<file path="src/rtl/pcm_mem_arbiter.sv">
// Two-port arbiter for the shared 2K x 16 PCM RAM: host and CPU0 req/ack ports,
// round-robin on ties, bounded host lock for read-modify-write, 4-cycle accesses.
module pcm_mem_arbiter #(
  parameter int ADDR_W   = 11,
  parameter int DATA_W   = 16,
  parameter int LOCK_MAX = 8
) (
  input  logic                clk,
  input  logic                reset,
  input  logic                host_req,
  input  logic                host_we,
  input  logic [ADDR_W-1:0]   host_addr,
  input  logic [DATA_W-1:0]   host_wdata,
  input  logic [DATA_W/8-1:0] host_be,
  input  logic                host_lock,
  output logic                host_ack,
  output logic [DATA_W-1:0]   host_rdata,
  input  logic                cpu_req,
  input  logic                cpu_we,
  input  logic [ADDR_W-1:0]   cpu_addr,
  input  logic [DATA_W-1:0]   cpu_wdata,
  input  logic                cpu_ub_n,
  input  logic                cpu_lb_n,
  output logic                cpu_ack,
  output logic [DATA_W-1:0]   cpu_rdata,
  output logic                ram_en,
  output logic                ram_we,
  output logic [ADDR_W-1:0]   ram_addr,
  output logic [DATA_W-1:0]   ram_wdata,
  output logic [DATA_W/8-1:0] ram_be,
  input  logic [DATA_W-1:0]   ram_rdata,
  output logic [1:0]          owner
);

  localparam int BE_W  = DATA_W / 8;
  localparam int CNT_W = $clog2(LOCK_MAX + 1);
  localparam logic [CNT_W-1:0] LOCK_LIMIT = CNT_W'(LOCK_MAX);
  localparam logic [1:0] OWN_IDLE = 2'b00;
  localparam logic [1:0] OWN_HOST = 2'b01;
  localparam logic [1:0] OWN_CPU  = 2'b10;

  typedef enum logic [1:0] {
    ST_IDLE  = 2'd0,
    ST_ISSUE = 2'd1,
    ST_WAIT  = 2'd2,
    ST_DONE  = 2'd3
  } state_t;

  state_t           state_r;
  logic             last_host_r;
  logic [CNT_W-1:0] lock_cnt_r;
  logic             we_r;

  logic             grant_host_s;
  logic             grant_cpu_s;
  logic             lock_hold_s;
  logic [BE_W-1:0]  cpu_be_s;

  // Grant selection: the host lock overrides, otherwise alternate on ties.
  always_comb begin
    grant_host_s = 1'b0;
    grant_cpu_s  = 1'b0;
    cpu_be_s     = BE_W'({~cpu_ub_n, ~cpu_lb_n});
    lock_hold_s  = last_host_r && host_lock && host_req && (lock_cnt_r < LOCK_LIMIT);
    if (lock_hold_s) begin
      grant_host_s = 1'b1;
    end else if (host_req && cpu_req) begin
      if (last_host_r) begin
        grant_cpu_s = 1'b1;
      end else begin
        grant_host_s = 1'b1;
      end
    end else if (host_req) begin
      grant_host_s = 1'b1;
    end else if (cpu_req) begin
      grant_cpu_s = 1'b1;
    end else begin
      grant_host_s = 1'b0;
      grant_cpu_s  = 1'b0;
    end
  end

  // Access sequencer: IDLE -> ISSUE -> WAIT -> DONE, all outputs registered.
  always_ff @(posedge clk or posedge reset) begin
    if (reset) begin
      state_r     <= ST_IDLE;
      last_host_r <= 1'b0;
      lock_cnt_r  <= '0;
      we_r        <= 1'b0;
      host_ack    <= 1'b0;
      host_rdata  <= '0;
      cpu_ack     <= 1'b0;
      cpu_rdata   <= '0;
      ram_en      <= 1'b0;
      ram_we      <= 1'b0;
      ram_addr    <= '0;
      ram_wdata   <= '0;
      ram_be      <= '0;
      owner       <= OWN_IDLE;
    end else begin
      case (state_r)
        ST_IDLE: begin
          host_ack <= 1'b0;
          cpu_ack  <= 1'b0;
          if (grant_host_s) begin
            we_r        <= host_we;
            ram_en      <= 1'b1;
            ram_we      <= host_we;
            ram_addr    <= host_addr;
            ram_wdata   <= host_wdata;
            ram_be      <= host_be;
            owner       <= OWN_HOST;
            last_host_r <= 1'b1;
            // Only locked host grants that keep the CPU waiting use up the budget.
            if (!host_lock) begin
              lock_cnt_r <= '0;
            end else if (cpu_req) begin
              lock_cnt_r <= lock_cnt_r + CNT_W'(1);
            end
            state_r <= ST_ISSUE;
          end else if (grant_cpu_s) begin
            we_r        <= cpu_we;
            ram_en      <= 1'b1;
            ram_we      <= cpu_we;
            ram_addr    <= cpu_addr;
            ram_wdata   <= cpu_wdata;
            ram_be      <= cpu_be_s;
            owner       <= OWN_CPU;
            last_host_r <= 1'b0;
            lock_cnt_r  <= '0;
            state_r     <= ST_ISSUE;
          end else begin
            state_r <= ST_IDLE;
          end
        end
        ST_ISSUE: begin
          ram_en    <= 1'b0;
          ram_we    <= 1'b0;
          ram_addr  <= '0;
          ram_wdata <= '0;
          ram_be    <= '0;
          state_r   <= ST_WAIT;
        end
        ST_WAIT: begin
          if (!we_r) begin
            if (owner == OWN_HOST) begin
              host_rdata <= ram_rdata;
            end else begin
              cpu_rdata <= ram_rdata;
            end
          end
          host_ack <= (owner == OWN_HOST);
          cpu_ack  <= (owner == OWN_CPU);
          state_r  <= ST_DONE;
        end
        ST_DONE: begin
          host_ack <= 1'b0;
          cpu_ack  <= 1'b0;
          owner    <= OWN_IDLE;
          state_r  <= ST_IDLE;
        end
        default: begin
          host_ack <= 1'b0;
          cpu_ack  <= 1'b0;
          ram_en   <= 1'b0;
          ram_we   <= 1'b0;
          owner    <= OWN_IDLE;
          state_r  <= ST_IDLE;
        end
      endcase
    end
  end

endmodule

</file>
<file path="config.mk">
export PLATFORM = sky130hd
export DESIGN_NAME = pcm_mem_arbiter
export DESIGN_NICKNAME = d
export VERILOG_FILES = /design/src/rtl/pcm_mem_arbiter.sv
export SDC_FILE = /design/constraint.sdc
export NUM_CORES = 1
export LEC_CHECK = 0
export CAP_MARGIN = 20
export CORE_MARGIN = 1
export CORE_UTILIZATION = 45
export CTS_CLUSTER_DIAMETER = 80
export DETAILED_ROUTE_END_ITERATION = 8
export PLACE_DENSITY = 0.85
export SLEW_MARGIN = 20
export SYNTH_ARGS = -nofsm -noshare
export SYNTH_HDL_FRONTEND = slang
export SYNTH_SLANG_ARGS = --single-unit
</file>
<file path="constraint.sdc">
create_clock -name clk -period 7 [get_ports clk]
set_input_delay 2.1 -clock clk [delete_from_list [all_inputs] [get_ports clk]]
set_output_delay 2.1 -clock clk [all_outputs]
set_load 0.01 [all_outputs]
</file>
Word-level counts from Yosys, hierarchy flattened:

Cells that the tools add are included.

* equality and inequality tests: 7
* magnitude comparators: 1
* mux-type cells: 38
* reduce and logical (&&, ||, !) cells: 16
* add/subtract/negate cells: 1
* bitwise gates (word level): 4

Operator list (count)
* $mux W16: 2
* $pmux W16 S2: 1
* $mux W11: 2
* $pmux W11 S2: 1
* $mux W1: 17
* $mux W4: 4
* $reduce_and A3 Y1: 3
* $mux W2: 4
* $pmux W1 S2: 4
* $pmux W2 S2: 2
* $pmux W2 S4: 1
* $reduce_bool A2 Y1: 4
* $eq A2 B2 Y1 const B: 3
* $ne A3 B3 Y1 const B: 2
* $reduce_and A2 Y1: 3
* $add A4 B1 Y4 const B: 1
* $eq A2 B1 Y1 const B: 2
* $logic_and A1 B1 Y1: 4
* $lt A4 B4 Y1 const B: 1
* $not A1 Y1: 4
* $logic_not A2 Y1: 1
* $reduce_or A2 Y1: 1

* logic and storage cells: 81
* input bits: 81
* bits in registers: 75

Longest topological paths before layout:

Gate-level depths: netlist (run 1).

* depth in word-level cells: 7
* mapped depth: 7

Worst setup path before layout (run 1):

Ideal clock, no wire load.

* kind: in2reg
* start point: in host_lock
* end point: reg ram_addr[10]
* stages on the path: 5
* data arrival time: 2.920 ns
* buffers on the path: 1
* data required time: 6.877 ns
* setup time: 0.123 ns
* path slack: 3.957 ns
* cell sequence: nor2b_1 o21ai_4 buf_6 mux2i_1 o21ai_1

* word-level cells in the longest chain between the ends: 6

Ends and longest elaborated chain
* start, declared: RTL line 15 `input logic host_lock,`
* $logic_and A1 B1 Y1 (*) (3 in series): RTL line 64 `lock_hold_s = last_host_r && host_lock && host_req && (lock_cnt_r < LOCK_LIMIT);`
* $mux W1: RTL line 65 `if (lock_hold_s) begin`
* $mux W11 or $ne A3 B3 Y1 (tied branches)
* $pmux W11 S2 or $reduce_and A2 Y1 (tied branches)
* end signal, assigned: RTL line 109 `ram_addr <= host_addr;`
* end signal, assigned: RTL line 125 `ram_addr <= cpu_addr;`
* end, declared: RTL line 28 `output logic [ADDR_W-1:0] ram_addr,`

Mark *: on every way between the ends. The rest lies on a longest branch, timed or not.
A chain may end at the register's enable or synchronous reset.

Final worst setup path (run 1):

* start point: in host_req
* end point: reg ram_addr[9]

* word-level cells in the longest chain between the ends: 5

Ends and longest elaborated chain
* start, declared: RTL line 10 `input logic host_req,`
* $mux W1, or another cell as far along: RTL line 73 `end else if (host_req) begin`
* $mux W1 or $logic_and A1 B1 Y1 (tied branches): RTL line 67, 64
* $mux W1: RTL line 65
* $mux W11 or $ne A3 B3 Y1 (tied branches)
* $pmux W11 S2 or $reduce_and A2 Y1 (tied branches)

Several ways; a longest one is shown, not always the timed one.

==> run summary, run 1 <==
Sorting the synthesized cells by area gives the leading types as dfrtp_1 57%, mux2_2 9.2%, mux2i_1 8.7%. The tools report the first element of the critical path as host_req. After clock tree synthesis, the setup repair step added 0 buffers.

The logs give 0 for the number of failing setup endpoints in the final timing report and 3 for the CTS H-tree depth. The post-synthesis share of cell area spent on and, or, nand and nor gates was 8.82%. The commonest cells after synthesis are 75 x dfrtp_1, 39 x nand2_1, 32 x o21ai_1, 29 x mux2i_1, 27 x mux2_2. Measured along the x axis, the die boundary spans 87.9 um. The initial antenna violation count came out at 0. The worst setup path is captured at a flop. Clock-pin slew was measured on the worst setup and hold paths at 0.08 ns.

The initial utilization of the core area, before any placement, comes to 47.8%. Average vias per placed instance: 4.94. Synthesis produced a netlist with a net count of 353. Before antenna repair, the detailed router went through 4 iterations. Critical path endpoint: ram_addr[9]. The clock passes through at most 2 buffers. The endpoint identified for the worst register-to-register timing path is cpu_rdata[3]. The tools report the number of global-route vias before repair as 2,557. The detail route stage leaves a number of antenna-violating nets equal to 0. The most used flip-flop cell after synthesis was dfrtp_1. Setup repair after global routing left no endpoint under its margin. The area of all sequential standard cells was 1880 sq um. At the pin with the least slew margin, the transition time is 0.912 ns.

Once layout is complete, the cells apart from fillers number 516. Mux cell area share after synthesis: 19.6%. The latest clock arrival within the worst-skew pair is 0.34 ns, and the relative max-transition margin is 39.2%. The synthesized design contains 75 register bits. The kind of path behind the tightest hold check is flop to flop. The post-detailed-route DRC marker count is 0, and the post-synthesis xor/xnor area fraction is 0%. The largest net degree at the start of global routing is 76, and the cell area after technology mapping is 3320 sq um. The number of warning messages in the yosys log was 0; the sequential area share after synthesis was 56.5%. The source of the worst register-to-register timing path is state_r[0].

Yosys mapped a number of flops with a built-in enable equal to 0. Final-report max-slew violation count: 0. In this run the count of I/O pins placed on the die edge is 148.

The average instance in the mapped netlist occupies 12.5 sq um. The run gives 7640 um as the total wire length. The critical path start-end classification is input port to flop.

The run gives 4.00 ns as the data arrival time of the worst path. Of all cell types, the one taking the most synthesized area is dfrtp_1. By instance count, the leading cell after synthesis is dfrtp_1. The number of inserted filler cells in the final layout was 495; the via total after detailed routing was 2,549.

The fraction of layout instances using a drive strength above 1 is 13.1%, and the maximum achievable frequency is 268 MHz. Max-cap violations in this run came to 0. The combinational family with the most area after synthesis is multiplexers. The final layout contains 502 nets. In this run the worst path has a maximum fanout of 31. The detail-routed net length per standard cell is 14.8 um, and the die area is 7720 sq um. The logs give 7.27 ns for the required time reported for the critical path endpoint and 266 for the post-synthesis cell count. During placement, the flow inserted port buffers numbering 147. The cell count after placement is 500. Buffers inserted to repair hold after CTS numbered 0. The residual overflow from global routing came out at 0.

In this run the power density over the cells is 400 nW/um^2. The worst-case IR drop observed on VDD is 0.000153 V. The number of placement rows came out at 30.

The worst setup path is launched from an input port. The first global-routing pass estimated 12,100 um of wire. For the worst flop-to-flop path, the logic depth is 5. On the final layout, the worst clock skew is 0.00805 ns.

In the final layout, the multi-input gates occupy 1310 sq um. The tools report the final total power as 2020 uW. Share of the synthesized area in the top cell type: 56.5%. The post-synthesis adder-cell area fraction works out to 2.26%. The final weighted congestion in routability-driven placement is 0.800.

The number of antenna diodes in the final layout is 0. The core region is 6940 sq um. After the first detailed-routing iteration, the DRC count stood at 81. The cell sitting at the root of the clock tree is a clkbuf_8.

Summed over all cells, the static leakage comes to 0.00222 uW. The flow ran to the end, and the final reports show no timing, DRC or antenna violations. In the global route stage, overall resource usage came out at 21.0%.

Counting the buffers created by CTS gives 9. TritonCTS built the clock tree. For flop-to-flop paths, the worst setup slack is 4.96 ns. The wire-length estimate of the detail-placed layout is 5630 um.

Relative to the synthesized area, the layout overhead comes to 52.3%. The worst slack on hold paths came out at 0.475 ns. Gates resized during post-CTS repair numbered 0.

For the final number of hold-violating endpoints, the log shows 0. After layout, the worst path uses 53.4% of the clock period. CTS saw 75 sinks. Of all flip-flops after synthesis, the portion carrying an async set or reset was 100%. Fraction of the mapped netlist area in compound gates: 8.86%.

For the count of distinct cell types in the synthesized netlist, the log shows 32. In this run the vertical extent of the chip is 87.9 um. In the final timing run, aggregate negative setup slack is 0 ns.

Shortest clock period the worst path allows after layout: 3.74 ns.
-- how the worst min path moves through the flow --
stage | slack, ns | cells after the start | start | to
floorplan | 0.46 | 1 | lock_cnt_r[0] | lock_cnt_r[0]
global placement | 0.46 | 2 | ram_en | ram_en
detailed placement | 0.46 | 2 | ram_en | ram_en
CTS | 0.48 | 2 | ram_en | ram_en
global route | 0.51 | 2 | ram_be[0] | ram_be[0]
finish | 0.48 | 2 | ram_en | ram_en
-- registers in the layout, summed over array words and instances, names as in the netlist, 2 cells and up --
signal / cells
owner: 2
host_rdata: 16
ram_be: 2
cpu_rdata: 16
lock_cnt_r: 4
ram_addr: 11
state_r: 2
ram_wdata: 16
-- worst max-delay path, stage by stage --
cell and delay (ns):
clkdlybuf4s50_1 0.52, o21ai_2 0.39, a21boi_4 0.73, nand2_1 0.14, o21ai_1 0.11
-- power by group --
group / switching (uW) / total [uW] / internal (uW)
Combinational: 404 / 919 / 515
Sequential: 106 / 728 / 622
Clock: 155 / 377 / 221
-- metal layers --
| metal | global-route usage, % | vias up | share of wire [%] |
|---|---|---|---|
| li1 | - | 1227 | - |
| met1 | 24.1 | 1197 | 40 |
| met2 | 35.8 | 112 | 49 |
| met3 | 7.54 | 13 | 8.8 |
| met4 | 8.64 | 0 | 2.1 |
| met5 | 0 | - | 0 |
-- cells by family after synthesis --
| family | count (synthesis) |
|---|---|
| mux | 61 |
| simple gates | 59 |
| buf+inv | 17 |
| flops | 75 |
| compound gates | 48 |
| fa+ha+maj | 6 |
-- layout make-up --
class,count,area share [%]
clock buffer,11,3.00
multi-input combinational,174,26.0
sequential,75,37.1
inverter,6,0.446
tap,96,2.38
timing repair buffer,149,29.4
clock inverter,5,1.68
-- cells in the final DEF (no fill, tap or decap), drive strengths merged --
master	netlist	final
and2	2	2
or2	2	2
o211ai	1	1
ha	6	6
nor2b	3	3
clkinv	0	2
mux2	32	32
nand2	39	39
mux2i	29	29
a21boi	1	1
and4b	1	1
o21bai	1	1
o21ai	40	40
a22o	2	2
clkdlybuf4s50	0	147
o31ai	3	3
buf	11	2
nand2b	4	4
nor3	1	1
dfrtp	75	75
and3	1	1
inv	6	6
nand3	2	2
bufinv	0	2
nor2	3	3
clkbuf	0	11
clkinvlp	0	1
nor3b	1	1
-- stage by stage --
stage | area [sq um] | worst slack [ns] | util [%]
detailed placement | 4820 | 2.89 | 69.4
finish | 5050 | 3.26 | 72.8
CTS | 5050 | 3.26 | 72.8
global route | 5050 | 3.06 | 72.8
global placement | 4820 | 2.94 | 69.4
floorplan | 3320 | 2.99 | -
Note: power is estimated with default switching activity, not from simulation.
==> run 2: changes to the inputs <==
--- a/config.mk
+++ b/config.mk
@@ -7,10 +7,10 @@
 export LEC_CHECK = 0
 export CAP_MARGIN = 20
 export CORE_MARGIN = 1
-export CORE_UTILIZATION = 45
+export CORE_UTILIZATION = 38
 export CTS_CLUSTER_DIAMETER = 80
 export DETAILED_ROUTE_END_ITERATION = 8
-export PLACE_DENSITY = 0.85
+export PLACE_DENSITY = 0.77
 export SLEW_MARGIN = 20
 export SYNTH_ARGS = -nofsm -noshare
 export SYNTH_HDL_FRONTEND = slang
==> constraint.sdc (replaced) <==
create_clock -name clk -period 3.4 [get_ports clk]
set_input_delay 1.02 -clock clk [delete_from_list [all_inputs] [get_ports clk]]
set_output_delay 1.02 -clock clk [all_outputs]
set_load 0.01 [all_outputs]
==> run summary, run 2 (synthesized netlist as in run 1, its figures left out) <==
The logs give 9 (unchanged) for the TritonCTS buffer count and 2,591 (+1.3%) for the number of global-route vias before repair. The fraction of layout instances using a drive strength above 1 is 13.5% (+0.38 points), and the clock tree buffer depth is 2 (unchanged). The critical path endpoint was ram_be[0].

The cell area power density was 820 nW/um^2 (+100%); the final core utilization was 61.4% (-11 points). Critical path start-end classification: input port to flop. The number of port buffers was 147 (unchanged); the buffers plus inverters on the worst setup path was 2 (+1). The run gives 75 (unchanged) as the number of sinks handled by clock tree synthesis. For this design, the slowest cell found on the critical path is clkdlybuf4s50_1. The critical path depth was 5 (unchanged); the CTS H-tree depth was 3 (unchanged).

The signal on the critical path passes through clkdlybuf4s50_1 > o21ai_2 > buf_4 > or2_4 > o31ai_1. The number of DRC markers in iteration 0 is 53 (-35%), and the detail-routed net length per standard cell is 14.8 um (-0.19%). The ratio of final minimum period to clock period is 68.9%, and the final number of hold-violating endpoints is 0 (unchanged). Starting density of the core: 39.8% (-8.0 points). The most common cell after layout, fill and taps aside was clkdlybuf4s50_1. Setup repair after global routing left no endpoint under its margin.

For the post-layout instance count excluding filler cells, the log shows 528 (+2.3%). CTS placed an instance of clkbuf_8 at the clock tree root. The stage delay of the slowest cell on the critical path works out to 0.60 ns (-0.13 ns).

The average vias per placed instance was 4.85 (-1.8%); the total inserted antenna cells was 0 (unchanged). The worst register-to-register path begins at state_r[0]. Maximum achievable frequency: 427 MHz. The tightest min-delay check is of the flop to flop type. For the I/O pin count, the log shows 148 (unchanged). The logs give 0 (unchanged) for the post-CTS repair timing setup buffer count and 0 ns (unchanged) for the total negative setup slack. The library cells used most frequently in the layout, excluding fill and tap cells, are 147 x clkdlybuf4s50_1, 75 x dfrtp_1, 39 x nand2_1. The run gives 0.0103 ns (+0.00221 ns) as the clock skew after layout. The number of violations of the max-capacitance limit is 0 (unchanged).

The placeable core region is 8340 sq um (+20%). The clock slew seen by the registers of the worst setup and hold paths is 0.07 ns (about the same), and the required time reported for the critical path endpoint is 3.63 ns (-3.64 ns). For the overall routing resource usage, the log shows 17.8% (-3.3 points). The largest fanout on the critical path works out to 31 (unchanged). The number of cells traversed by the worst register-to-register path came out at 5 (unchanged). The die extent in x came out at 95.5 um (+8.6%). The tools report the static leakage as 0.00225 uW (+1.1%).

STA classifies the critical path startpoint as an input port. For the reg2reg setup slack, the log shows 1.39 ns (-3.57 ns). The tools report the via total after detailed routing as 2,562 (+0.51%). The residual overflow from global routing came out at 0 (unchanged). TritonCTS built the clock tree. The critical path starts at host_req.

The logs give 44.6% (+5.4 points) for the relative max-transition margin and 9110 sq um (+18%) for the die area. Count of hold-fix buffers inserted at cts: 0 (unchanged). The run gives 33 (+10%) as the number of placement rows.

The logs give 1310 sq um (unchanged) for the area of combinational cells with multiple inputs and 0.483 ns (+0.00738 ns) for the worst slack on hold paths. In the final layout, the registers with the most flip-flops are cpu_rdata x16, host_rdata x16, ram_wdata x16. The initial antenna violation count is 0 (unchanged), and the number of failing setup endpoints in the final timing report is 0 (unchanged). The run gives 1880 sq um (unchanged) as the area of all sequential standard cells. Kind of cell with the highest combined delay on the critical path: buffers and inverters.

The routed design could run at a clock period as short as 2.34 ns. The cell count after placement came out at 512 (+2.4%). The number of inserted filler cells in the final layout is 669 (+35%), and the total wire length is 7800 um (+2.1%). The number of nets with antenna violations after detailed routing was 0 (unchanged).

The tools report the net count of the finished layout as 505 (+0.60%). STA classifies the critical path endpoint as a flop. The tools report the final weighted congestion in routability-driven placement as 0.709 (-11%).

For the number of gates resized after cts, the log shows 0 (unchanged). In this run the critical register-to-register path is captured at cpu_rdata[10]. The estimated wirelength of the detail-placed design came out at 5890 um (+4.7%). The slew at the pin closest to its max-slew limit is 0.830 ns (-0.0819 ns), and the post-detailed-route DRC marker count is 0 (unchanged).

The tools report the largest net degree at the start of global routing as 47 (-38%). The data arrival time of the worst path came out at 2.58 ns (-1.42 ns). The run finished with clean final reports. The final-report max-slew violation count is 0 (unchanged), and the number of detailed-route iterations in the first pass is 4 (unchanged). The global-route wire length before repair is 12,100 um (+0.28%), and the post-synthesis to final-layout area growth is 54.2%. The latest clock arrival within the worst-skew pair is 0.34 ns (about the same), and the maximum vdd ir drop is 0.000351 V (+130%). Floorplan die height: 95.5 um (+8.6%).
==> run 2: cell count changes in the layout (fill, tap and decap cells not counted), sizes merged <==
cell    before  now
buf          2    5
clkinv       2    1
clkbuf      11   12
==> run 2: through the flow <==
step           instance area, sq um  total power, uW  worst slack, ns
6_report                       5120             4200             1.06
5_1_grt                        5120             4490            0.958
4_1_cts                        5120             4260             1.04
3_5_place_dp                   4890             3480            0.673
3_3_place_gp                   4890             3410            0.763
2_1_floorplan                  3320             2510            0.470
==> run 2: worst reg2reg max path, delay by kind of cell (launching register included) <==
family	cells	cell delay [ns]
fa+ha+maj	1	0.14
buf+inv	2	0.20
flops	1	0.42
mux	1	0.42
simple gates	1	0.71
==> run 2: layout make-up <==
| type | instances | share of cell area [%] |
|---|---|---|
| Sequential cell | 75 | 36.7 |
| Timing Repair Buffer | 152 | 30.2 |
| Multi-Input combinational cell | 174 | 25.6 |
| Clock buffer | 12 | 3.03 |
| Tap cell | 105 | 2.57 |
| Clock inverter | 4 | 1.42 |
| Inverter | 6 | 0.440 |
==> run 2: how the worst min path moves through the flow <==
stage             startpoint       endpoint  slack [ns]  depth (start not counted)
6_report              ram_en         ram_en        0.48                          2
5_1_grt         ram_wdata[9]   ram_wdata[9]        0.51                          2
4_1_cts               ram_en         ram_en        0.49                          2
3_5_place_dp          ram_en         ram_en        0.47                          2
3_3_place_gp          ram_en         ram_en        0.46                          2
2_1_floorplan  lock_cnt_r[0]  lock_cnt_r[0]        0.46                          1
==> run 2: per-layer routing <==
metal | wire length, um | share of wire, % | global-route usage, %
met5 | 0 | 0 | 0
met4 | 209 | 2.7 | 9.70
met3 | 714 | 9.2 | 5.26
met2 | 3670 | 47 | 30.0
met1 | 3210 | 41 | 20.1
==> run 2: power by group <==
group | switching (uW) | internal, uW | total [uW]
Sequential | 220 | 1280 | 1500
Combinational | 830 | 1100 | 1930
Clock | 309 | 453 | 762
Total | 1360 | 2840 | 4200
==> run 3: changes to the inputs <==
==> constraint.sdc (replaced) <==
create_clock -name clk -period 2 [get_ports clk]
set_input_delay 0.6 -clock clk [delete_from_list [all_inputs] [get_ports clk]]
set_output_delay 0.6 -clock clk [all_outputs]
set_load 0.01 [all_outputs]
==> run summary, run 3 (synthesized netlist as in run 1, its figures left out) <==
Maximum vdd ir drop: 0.000597 V (+70%). The number of cells traversed by the worst register-to-register path was 6 (+1); the post-CTS repair timing setup buffer count was 0 (unchanged). The tools report the number of placement rows as 33 (unchanged).

The run gives 9110 sq um (unchanged) as the die area. The clock skew after layout was 0.00927 ns (-0.000996 ns). The die extent in x is 95.5 um (unchanged). Number of sinks handled by clock tree synthesis: 75 (unchanged).

The detail-routed net length per standard cell was 14.6 um (-1.4%); the latest clock arrival within the worst-skew pair was 0.33 ns (about the same). The critical path depth was 1 (-4). The worst setup path is captured at a primary output. For the post-detailed-route DRC marker count, the log shows 0 (unchanged). Setup repair after global routing left no endpoint under its margin.

The area of combinational cells with multiple inputs was 1310 sq um (unchanged); the number of failing setup endpoints in the final timing report was 0 (unchanged). The average vias per placed instance was 4.82 (-0.71%); the ratio of final minimum period to clock period was 94.5%. The critical path goes through clkdlybuf4s50_1.

The logs give 0 (unchanged) for the number of violations of the max-capacitance limit and 148 (unchanged) for the I/O pin count. For the count of hold-fix buffers inserted at cts, the log shows 0 (unchanged). The buffers plus inverters on the worst setup path came out at 1 (-1).

The net count of the finished layout was 515 (+2.0%). The estimated wirelength of the detail-placed design was 5860 um (-0.61%); the starting density of the core was 39.8% (unchanged). The number of nets with antenna violations after detailed routing was 0 (unchanged). In the layout the commonest cells are 147 x clkdlybuf4s50_1, 75 x dfrtp_1, 39 x nand2_1. The run gives 0 (unchanged) as the final number of hold-violating endpoints.

The final standard cell area without fillers is 5260 sq um (+2.7%). The total negative setup slack was 0 ns (unchanged). The slew at the pin closest to its max-slew limit works out to 0.391 ns (-0.439 ns).

The floorplan die height was 95.5 um (unchanged); the final weighted congestion in routability-driven placement was 0.692 (-2.3%). The kind of cell with the highest combined delay on the critical path is buffers and inverters. The run gives 2 (unchanged) as the clock tree buffer depth. The CTS H-tree depth is 3 (unchanged), and the required time reported for the critical path endpoint is 1.40 ns (-2.23 ns).

The final-report max-slew violation count was 0 (unchanged). The placeable core region was 8340 sq um (unchanged); the number of port buffers was 147 (unchanged). Element type at the critical path start: a flop.

The critical path is of the flop to primary output type. For the number of global-route vias before repair, the log shows 2,606 (+0.58%). The initial antenna violation count is 0 (unchanged), and the stage delay of the slowest cell on the critical path is 0.55 ns (-0.05 ns). The relative max-transition margin is 73.9% (+29 points). CTS root buffer: clkbuf_8.

The tools report the source of the worst register-to-register timing path as state_r[0]. TritonCTS buffer count: 9 (unchanged). The placed standard-cell area is 4990 sq um (+2.1%), and the number of DRC markers in iteration 0 is 70 (+32%).

Number of inserted filler cells in the final layout: 650 (-2.8%). The post-synthesis to final-layout area growth is 58.4%. TritonCTS built the clock tree.

The most common cell after layout, fill and taps aside is clkdlybuf4s50_1. The largest registers in the layout are cpu_rdata x16, host_rdata x16, ram_wdata x16. The shortest clock period the worst path allows after layout is 1.89 ns, and the reg2reg setup slack is 0.30 ns (-1.09 ns). The logs give 0 (unchanged) for the residual overflow from global routing and 0.00232 uW (+3.0%) for the static leakage. The fraction of layout instances using a drive strength above 1 was 15.5% (+2.0 points). The run finished with clean final reports. The tools report the number of detailed-route iterations in the first pass as 4 (unchanged). Data arrival time of the worst path: 1.29 ns (-1.29 ns).

The tools report the total wire length as 7840 um (+0.50%). The tools report the overall routing resource usage as 18.3% (+0.57 points). The worst register-to-register path ends at cpu_rdata[2]. Total inserted antenna cells: 0 (unchanged). Static timing analysis puts the maximum clock frequency at 529 MHz.

The kind of path behind the tightest hold check was flop to flop. The cell with the largest stage delay on the worst path was clkdlybuf4s50_1. In this run the worst setup path begins at owner[0].

The critical path ends at owner[0]. The tools report the via total after detailed routing as 2,592 (+1.2%). The cell area power density works out to 1420 nW/um^2 (+73%). The largest fanout on the critical path came out at 4 (-87%). For the area of all sequential standard cells, the log shows 1880 sq um (unchanged). The number of gates resized after cts is 0 (unchanged), and the largest net degree at the start of global routing is 76 (+62%).

The global-route wire length before repair is 12,600 um (+4.2%), and the clock slew seen by the registers of the worst setup and hold paths is 0.08 ns (about the same).
==> run 3: metrics by stage <==
| step | util (%) | setup slack, ns | power, uW | cells | hold slack [ns] |
|---|---|---|---|---|---|
| floorplan | - | 0.340 | 4260 | 266 | 0.464 |
| global placement | 59.9 | -0.0301 | 5920 | 522 | 0.461 |
| detailed placement | 59.9 | -0.0719 | 6040 | 522 | 0.473 |
| CTS | 63.0 | 0.0840 | 7570 | 538 | 0.491 |
| global route | 63.0 | 0.0550 | 8000 | 538 | 0.513 |
| finish | 63.0 | 0.111 | 7480 | 538 | 0.483 |
==> run 3: worst min-delay path by stage <==
stage | slack, ns | cells past startpoint | startpoint | endpoint
2_1_floorplan | 0.46 | 1 | lock_cnt_r[0] | lock_cnt_r[0]
3_3_place_gp | 0.46 | 2 | ram_en | ram_en
3_5_place_dp | 0.47 | 2 | ram_be[0] | ram_be[0]
4_1_cts | 0.49 | 2 | ram_be[1] | ram_be[1]
5_1_grt | 0.51 | 2 | ram_be[1] | ram_be[1]
6_report | 0.48 | 2 | ram_be[1] | ram_be[1]
==> run 3: power breakdown <==
| part | total (uW) | switching (uW) | internal (uW) |
|---|---|---|---|
| Combinational | 3410 | 1430 | 1980 |
| Sequential | 2550 | 371 | 2180 |
| Clock | 1520 | 563 | 960 |
| Total | 7480 | 2370 | 5110 |
==> run 3: final cells by class <==
cell class                      count  share of cell area (%)
Sequential cell                    75                    35.7
Timing Repair Buffer              162                    31.3
Multi-Input combinational cell    174                    25.0
Clock inverter                      6                    2.59
Tap cell                          105                    2.50
Clock buffer                       10                    2.43
Inverter                            6                   0.500
==> run 3: layer usage <==
layer / track usage (%) / part of all wire (%)
met3: 4.07 / 8.3
met5: 0 / 0
met1: 22.2 / 42
met2: 31.4 / 48
met4: 7.84 / 1.7
